`src/rtl/cnn_pkg.sv`:
```
// Shared types and arithmetic helpers for the convolution engine and its
// downstream ReLU/max-pool stage.
package cnn_pkg;

    typedef enum logic [1:0] {
        CONV_IDLE,
        CONV_LOAD,
        CONV_MAC,
        CONV_DONE
    } conv_state_t;

    typedef enum logic [1:0] {
        IDLE,
        RUN,
        FINISHED
    } pool_state_t;

    // Static-only class so the helpers can be specialised to the pixel width.
    virtual class cnn_fn #(parameter int W = 32);
        static function automatic logic signed [W-1:0] relu(input logic signed [W-1:0] v);
            return v[W-1] ? '0 : v;
        endfunction

        static function automatic logic signed [W-1:0] smax(input logic signed [W-1:0] a,
                                                             input logic signed [W-1:0] b);
            return (a > b) ? a : b;
        endfunction
    endclass

endpackage

```
`src/rtl/relu_maxpool_if.sv`:
```
// Pixel stream into and pooled stream out of the ReLU/max-pool stage.
interface relu_maxpool_if #(parameter int ACC_WIDTH = 32);
    logic                        start;
    logic signed [ACC_WIDTH-1:0] in_pixel;
    logic                        in_valid;
    logic signed [ACC_WIDTH-1:0] out_pixel;
    logic                        out_valid;
    logic                        done;

    modport master (output start, in_pixel, in_valid,
                    input  out_pixel, out_valid, done);
    modport slave  (input  start, in_pixel, in_valid,
                    output out_pixel, out_valid, done);
endinterface

```
`src/rtl/relu_maxpool.sv`:
```
// Streaming ReLU followed by 2x2 stride-2 max-pool; one row of partial
// maxima is kept so no frame storage is needed.
module relu_maxpool
    import cnn_pkg::*;
#(
    parameter int ACC_WIDTH = 32,
    parameter int IN_H      = 4,
    parameter int IN_W      = 4
) (
    input  logic           clk,
    input  logic           rst,
    relu_maxpool_if.slave  bus
);

    localparam int POOL_W = IN_W / 2;
    localparam int RW     = (IN_H > 1) ? $clog2(IN_H) : 1;
    localparam int CW     = (IN_W > 1) ? $clog2(IN_W) : 1;
    localparam int IW     = (POOL_W > 1) ? $clog2(POOL_W) : 1;
    localparam logic [RW-1:0] ROW_LAST = RW'(IN_H - 1);
    localparam logic [CW-1:0] COL_LAST = CW'(IN_W - 1);

    pool_state_t                 state_reg;
    logic [RW-1:0]               row_reg;
    logic [CW-1:0]               col_reg;
    logic signed [ACC_WIDTH-1:0] hold_reg;
    logic signed [ACC_WIDTH-1:0] out_pixel_reg;
    logic                        out_valid_reg;
    logic                        done_reg;
    logic signed [ACC_WIDTH-1:0] linebuf [POOL_W];

    logic [IW-1:0]               pidx;
    logic signed [ACC_WIDTH-1:0] relu_px;
    logic signed [ACC_WIDTH-1:0] pair_max;
    logic signed [ACC_WIDTH-1:0] win_max;
    logic                        accept;

    assign accept = (state_reg == RUN) && bus.in_valid;
    assign pidx   = IW'(col_reg >> 1);

    always_comb begin
        relu_px  = cnn_fn#(ACC_WIDTH)::relu(bus.in_pixel);
        pair_max = cnn_fn#(ACC_WIDTH)::smax(hold_reg, relu_px);
        win_max  = cnn_fn#(ACC_WIDTH)::smax(linebuf[pidx], pair_max);
    end

    // Even rows leave their horizontal pair maxima here for the odd row below.
    always_ff @(posedge clk) begin
        if (accept && col_reg[0] && !row_reg[0]) begin
            linebuf[pidx] <= pair_max;
        end
    end

    always_ff @(posedge clk) begin
        if (rst) begin
            state_reg     <= IDLE;
            row_reg       <= '0;
            col_reg       <= '0;
            hold_reg      <= '0;
            out_pixel_reg <= '0;
            out_valid_reg <= 1'b0;
            done_reg      <= 1'b0;
        end else begin
            out_valid_reg <= 1'b0;
            case (state_reg)
                IDLE, FINISHED: begin
                    if (bus.start) begin
                        state_reg <= RUN;
                        row_reg   <= '0;
                        col_reg   <= '0;
                        done_reg  <= 1'b0;
                    end
                end
                RUN: begin
                    if (bus.in_valid) begin
                        if (!col_reg[0]) begin
                            hold_reg <= relu_px;
                        end else if (row_reg[0]) begin
                            out_pixel_reg <= win_max;
                            out_valid_reg <= 1'b1;
                        end
                        if (col_reg == COL_LAST) begin
                            col_reg <= '0;
                            if (row_reg == ROW_LAST) begin
                                row_reg   <= '0;
                                state_reg <= FINISHED;
                                done_reg  <= 1'b1;
                            end else begin
                                row_reg <= row_reg + 1'b1;
                            end
                        end else begin
                            col_reg <= col_reg + 1'b1;
                        end
                    end
                end
                default: state_reg <= IDLE;
            endcase
        end
    end

    assign bus.out_pixel = out_pixel_reg;
    assign bus.out_valid = out_valid_reg;
    assign bus.done      = done_reg;

endmodule

```
`src/flat_wrapper.sv`:
```
// flat-port wrapper written by rule: the top's interface ports become plain ports
module relu_maxpool_flat import cnn_pkg::*;
#(
    parameter int ACC_WIDTH = 32,
    parameter int IN_H      = 4,
    parameter int IN_W      = 4
)
  (clk, rst, bus_start, bus_in_pixel, bus_in_valid, bus_out_pixel, bus_out_valid, bus_done);
  relu_maxpool_if #(.ACC_WIDTH(ACC_WIDTH)) bus_i ();
  input  logic clk;
  input  logic rst;
  input wire logic [$bits(bus_i.start)-1:0] bus_start;
  input wire logic [$bits(bus_i.in_pixel)-1:0] bus_in_pixel;
  input wire logic [$bits(bus_i.in_valid)-1:0] bus_in_valid;
  output wire logic [$bits(bus_i.out_pixel)-1:0] bus_out_pixel;
  output wire logic [$bits(bus_i.out_valid)-1:0] bus_out_valid;
  output wire logic [$bits(bus_i.done)-1:0] bus_done;
  assign bus_i.start = bus_start;
  assign bus_i.in_pixel = bus_in_pixel;
  assign bus_i.in_valid = bus_in_valid;
  assign bus_out_pixel = bus_i.out_pixel;
  assign bus_out_valid = bus_i.out_valid;
  assign bus_done = bus_i.done;
  relu_maxpool #(.ACC_WIDTH(ACC_WIDTH), .IN_H(IN_H), .IN_W(IN_W)) u_core (.clk(clk), .rst(rst), .bus(bus_i));
endmodule
```
`config.mk`:
```
export PLATFORM = sky130hd
export DESIGN_NAME = relu_maxpool_flat
export DESIGN_NICKNAME = d
export VERILOG_FILES = /design/src/rtl/cnn_pkg.sv /design/src/rtl/relu_maxpool_if.sv /design/src/rtl/relu_maxpool.sv /design/src/flat_wrapper.sv
export SDC_FILE = /design/constraint.sdc
export NUM_CORES = 1
export LEC_CHECK = 0
export ABC_AREA = 1
export BUFFER_PORTS_ARGS = -buffer_cell sky130_fd_sc_hd__buf_2
export CAP_MARGIN = 20
export CORE_ASPECT_RATIO = 1.1
export CORE_MARGIN = 2
export CORE_UTILIZATION = 46
export DETAILED_ROUTE_END_ITERATION = 16
export GPL_TIMING_DRIVEN = 0
export HOLD_SLACK_MARGIN = 0.12
export SLEW_MARGIN = 20
export SYNTH_ARGS = -nofsm -noshare
export SYNTH_HDL_FRONTEND = slang
export SYNTH_SLANG_ARGS = --single-unit
```
`constraint.sdc`:
```
create_clock -name clk -period 6 [get_ports clk]
set_input_delay 1.2 -clock clk [delete_from_list [all_inputs] [get_ports clk]]
set_output_delay 1.2 -clock clk [all_outputs]
set_load 0.01 [all_outputs]
```
==> metrics.md <==
| Metric | Value |
|---|---|
| Status | `finished, final reports clean` |
| Power Total | `2.37 mW` |
| Total CTS buffers | `17` |
| Post-Syn Area | `0.00782 mm²` |
| Iter 0 DRT Violations | `523` |
| Post-cts resize count | `0` |
| Slew HR | `a little under half` |
| Total Wirelength | `approximately 21 mm` |
| Critical path fanouts, max | `10` |
| Pwr dens | `around 260 mW/mm²` |
| H-tree levels | `4` |
| YS warnings | `0` |
| Net Count, Synth | `1165` |
| Filler cell count | `1661` |
| Pin count of the biggest net entering global routing | `17` |
| DRT Pass-1 Iters | `6` |
| Die X | `128 µm` |
| Global placer's final weighted congestion | `0.882` |
| Die area | `0.0181 mm²` |
| Clk Latency, worst-skew pair | `0.43 ns` |
| Clk_skew | `0.00884 ns` |
| HP Class | `reg2reg` |
| Core ar. | `0.0168 mm²` |
| Clock sinks | `133` |
| Final TNS setup | `0 ns` |
| Area occupied by multi-input gates | `0.00361 mm²` |
| First-pass GRT wire length | `33.4 mm` |
| Initial Util | `between 40 and 50%` |
| Final setup violation count | `0` |
| Gr usage total | `24.5%` |
| CTS tree | `built` |
| Post-synth cell types | `28` |
| RSZ-0062 raised after global routing | `false` |
| Synthesized instance count | `1065` |
| Register area | `0.00328 mm²` |
| # DRC | `0` |
| Avg Cell Area, Syn | `7.34 µm²` |
| Num rows | `50` |
| Critical Path RT | `6.29 ns` |
| Final core utilization | `53.7%` |
| Post-CTS setup repair buffer count | `0` |
| Slew @ Worst Pin | `0.781 ns` |
| Root buf cell | `clkbuf_16` |
| Most frequent cells in the layout | `309 x nand2_1, 179 x inv_1, 102 x nand3_1, 88 x buf_2, 86 x a21oi_1` |
| CP endpoint kind | `register` |
| Share of cells above drive strength 1 | `a little under an eighth` |
| Max reg flops | `62` |
| Max Cap Viol | `0` |
| F_max | `around 180 MHz` |
| VDD IR max | `a little under 200 µV` |
| Startpoint Class | `primary input` |
| DPL Wire Length | `16.1 mm` |
| Vias | `6953` |
| Min cycle time layout | `5.58 ns` |
| Routed Antenna Nets | `0` |
| Die Y | `between 100 and 150 µm` |
| PortBufs | `a little under 70` |
| DR vias/cell | `5.02` |
| Layout area overhead | `15.6%` |
| Period utilization | `93.0%` |
| Clock transition at path regs | `around 0.06 ns` |
| CP Class | `in2reg` |
| Lkg Pwr | `4.51 nW` |
| Hold Buf Count CTS | `0` |
| Nets | `roughly 1300` |
| Final hold vios | `0` |
| Post-synthesis sequential area ratio | `between 40% and 50%` |
| Clk buf depth | `2` |
| Seq cells post-synth | `133` |
| I/O pin cnt | `70` |
| Antenna violations before repair | `0` |
| Max Slew Vio Count | `0` |
| Crit path DAT | `around 5.9 ns` |
| Grt total ovfl | `0` |
| Commonest non-fill, non-tap cell in the layout | `nand2_1` |
| Avg WL per Cell | `15.5 µm` |
| Vias in the first global route | `6416` |
| # diodes | `0` |
area by class of cell:
class / count / area share (%)
Clock inverter: 5 / 0.568
Clock buffer: 27 / 5.34
Inverter: 190 / 7.89
Buffer: 48 / 2.48
Sequential cell: 133 / 36.3
Timing Repair Buffer: 80 / 4.54
Tap cell: 208 / 2.88
Multi-Input combinational cell: 694 / 40.0
Yosys cell counts:
| library cell | number | area, µm² |
|---|---|---|
| nor2_1 | 32 | 120 |
| nand2_2 | 2 | 12.5 |
| buf_2 | 12 | 60.1 |
| nor3_1 | 7 | 35.0 |
| clkbuf_1 | 29 | 109 |
| nor4b_1 | 1 | 8.76 |
| nor3b_1 | 1 | 7.51 |
| conb_1 | 1 | 3.75 |
| nor2_2 | 2 | 12.5 |
| o21ai_0 | 61 | 305 |
| dfxtp_1 | 71 | 1420 |
| o21a_1 | 1 | 7.51 |
| mux2i_1 | 1 | 10.0 |
| nor4_1 | 2 | 12.5 |
| inv_1 | 179 | 672 |
| nand2_1 | 309 | 1160 |
| nand4_2 | 1 | 12.5 |
| nor3_2 | 1 | 10.0 |
| a21oi_1 | 86 | 430 |
| nand4_1 | 13 | 81.3 |
| buf_4 | 7 | 52.6 |
| a21o_1 | 3 | 22.5 |
| edfxtp_1 | 62 | 1860 |
| a211oi_1 | 3 | 22.5 |
| nor4b_2 | 1 | 15.0 |
| clkinv_1 | 11 | 41.3 |
| ha_1 | 64 | 801 |
| nand3_1 | 102 | 510 |
critical path: stages:
cell      delay, ns
buf_2          0.10
inv_1          0.07
clkbuf_1       0.46
nand2_1        0.23
ha_1           0.38
nand4_1        0.11
nor2_1         0.08
nand4_2        0.13
clkbuf_1       0.52
nand3_1        0.21
nand2_1        0.17
inv_1          0.06
ha_1           0.33
nand2_1        0.07
nor2_1         0.15
nand2_1        0.09
nor3_1         0.38
nand3_1        0.32
nand2_1        0.22
buf_2          0.28
nand3_1        0.14
nand2_1        0.10
a21oi_1        0.06
metal layers:
metal	global-route usage (%)	part of all wire [%]	wire length, µm	vias up
met2	40.0	46	9910	167
met4	8.62	2.0	429	0
met1	32.6	47	10100	3135
met5	0	0	0	-
li1	-	-	-	3620
met3	4.48	4.9	1040	31
logic make-up after synthesis:
group           share of synthesized area, %
other cells                           0.0480
mux                                    0.128
compound gates                          10.1
fa+ha+maj                               10.2
simple gates                            25.6
flops                                   42.0
buf+inv                                 12.0
where the power goes:
part           switching, mW  internal, mW  leakage [nW]
sequential            0.0146         0.977          1.14
combinational          0.277         0.140          3.11
clock                  0.377         0.589         0.264
total                  0.668          1.71          4.51
final timing paths:
path / slack [ns] / start / to / cells past startpoint
hold reg to reg: 0.44 / u_core.bus.done$_SDFFE_PP0P_ / u_core.bus.done$_SDFFE_PP0P_ / 2
hold / removal: 0.44 / u_core.bus.done$_SDFFE_PP0P_ / u_core.bus.done$_SDFFE_PP0P_ / 2
setup / recovery: 0.42 / bus_in_pixel[31] / u_core.bus.out_pixel[13]$_SDFFE_PP0P_ / 23
setup reg to reg: 1.71 / u_core.hold_reg[18]$_SDFFE_PP0P_ / u_core.bus.out_pixel[13]$_SDFFE_PP0P_ / 21
stage by stage:
| step | std cells | hold slack (ns) | cell area, µm² | worst slack, ns |
|---|---|---|---|---|
| 2_1_floorplan | 1065 | 0.455 | 7820 | 1.18 |
| 3_3_place_gp | 1341 | 0.439 | 8420 | -1.66 |
| 3_5_place_dp | 1353 | 0.437 | 8500 | -0.130 |
| 4_1_cts | 1385 | 0.445 | 9040 | 0.278 |
| 5_1_grt | 1385 | 0.463 | 9040 | 0.0285 |
| 6_report | 1385 | 0.443 | 9040 | 0.418 |
Note: power is estimated with default switching activity, not from simulation.
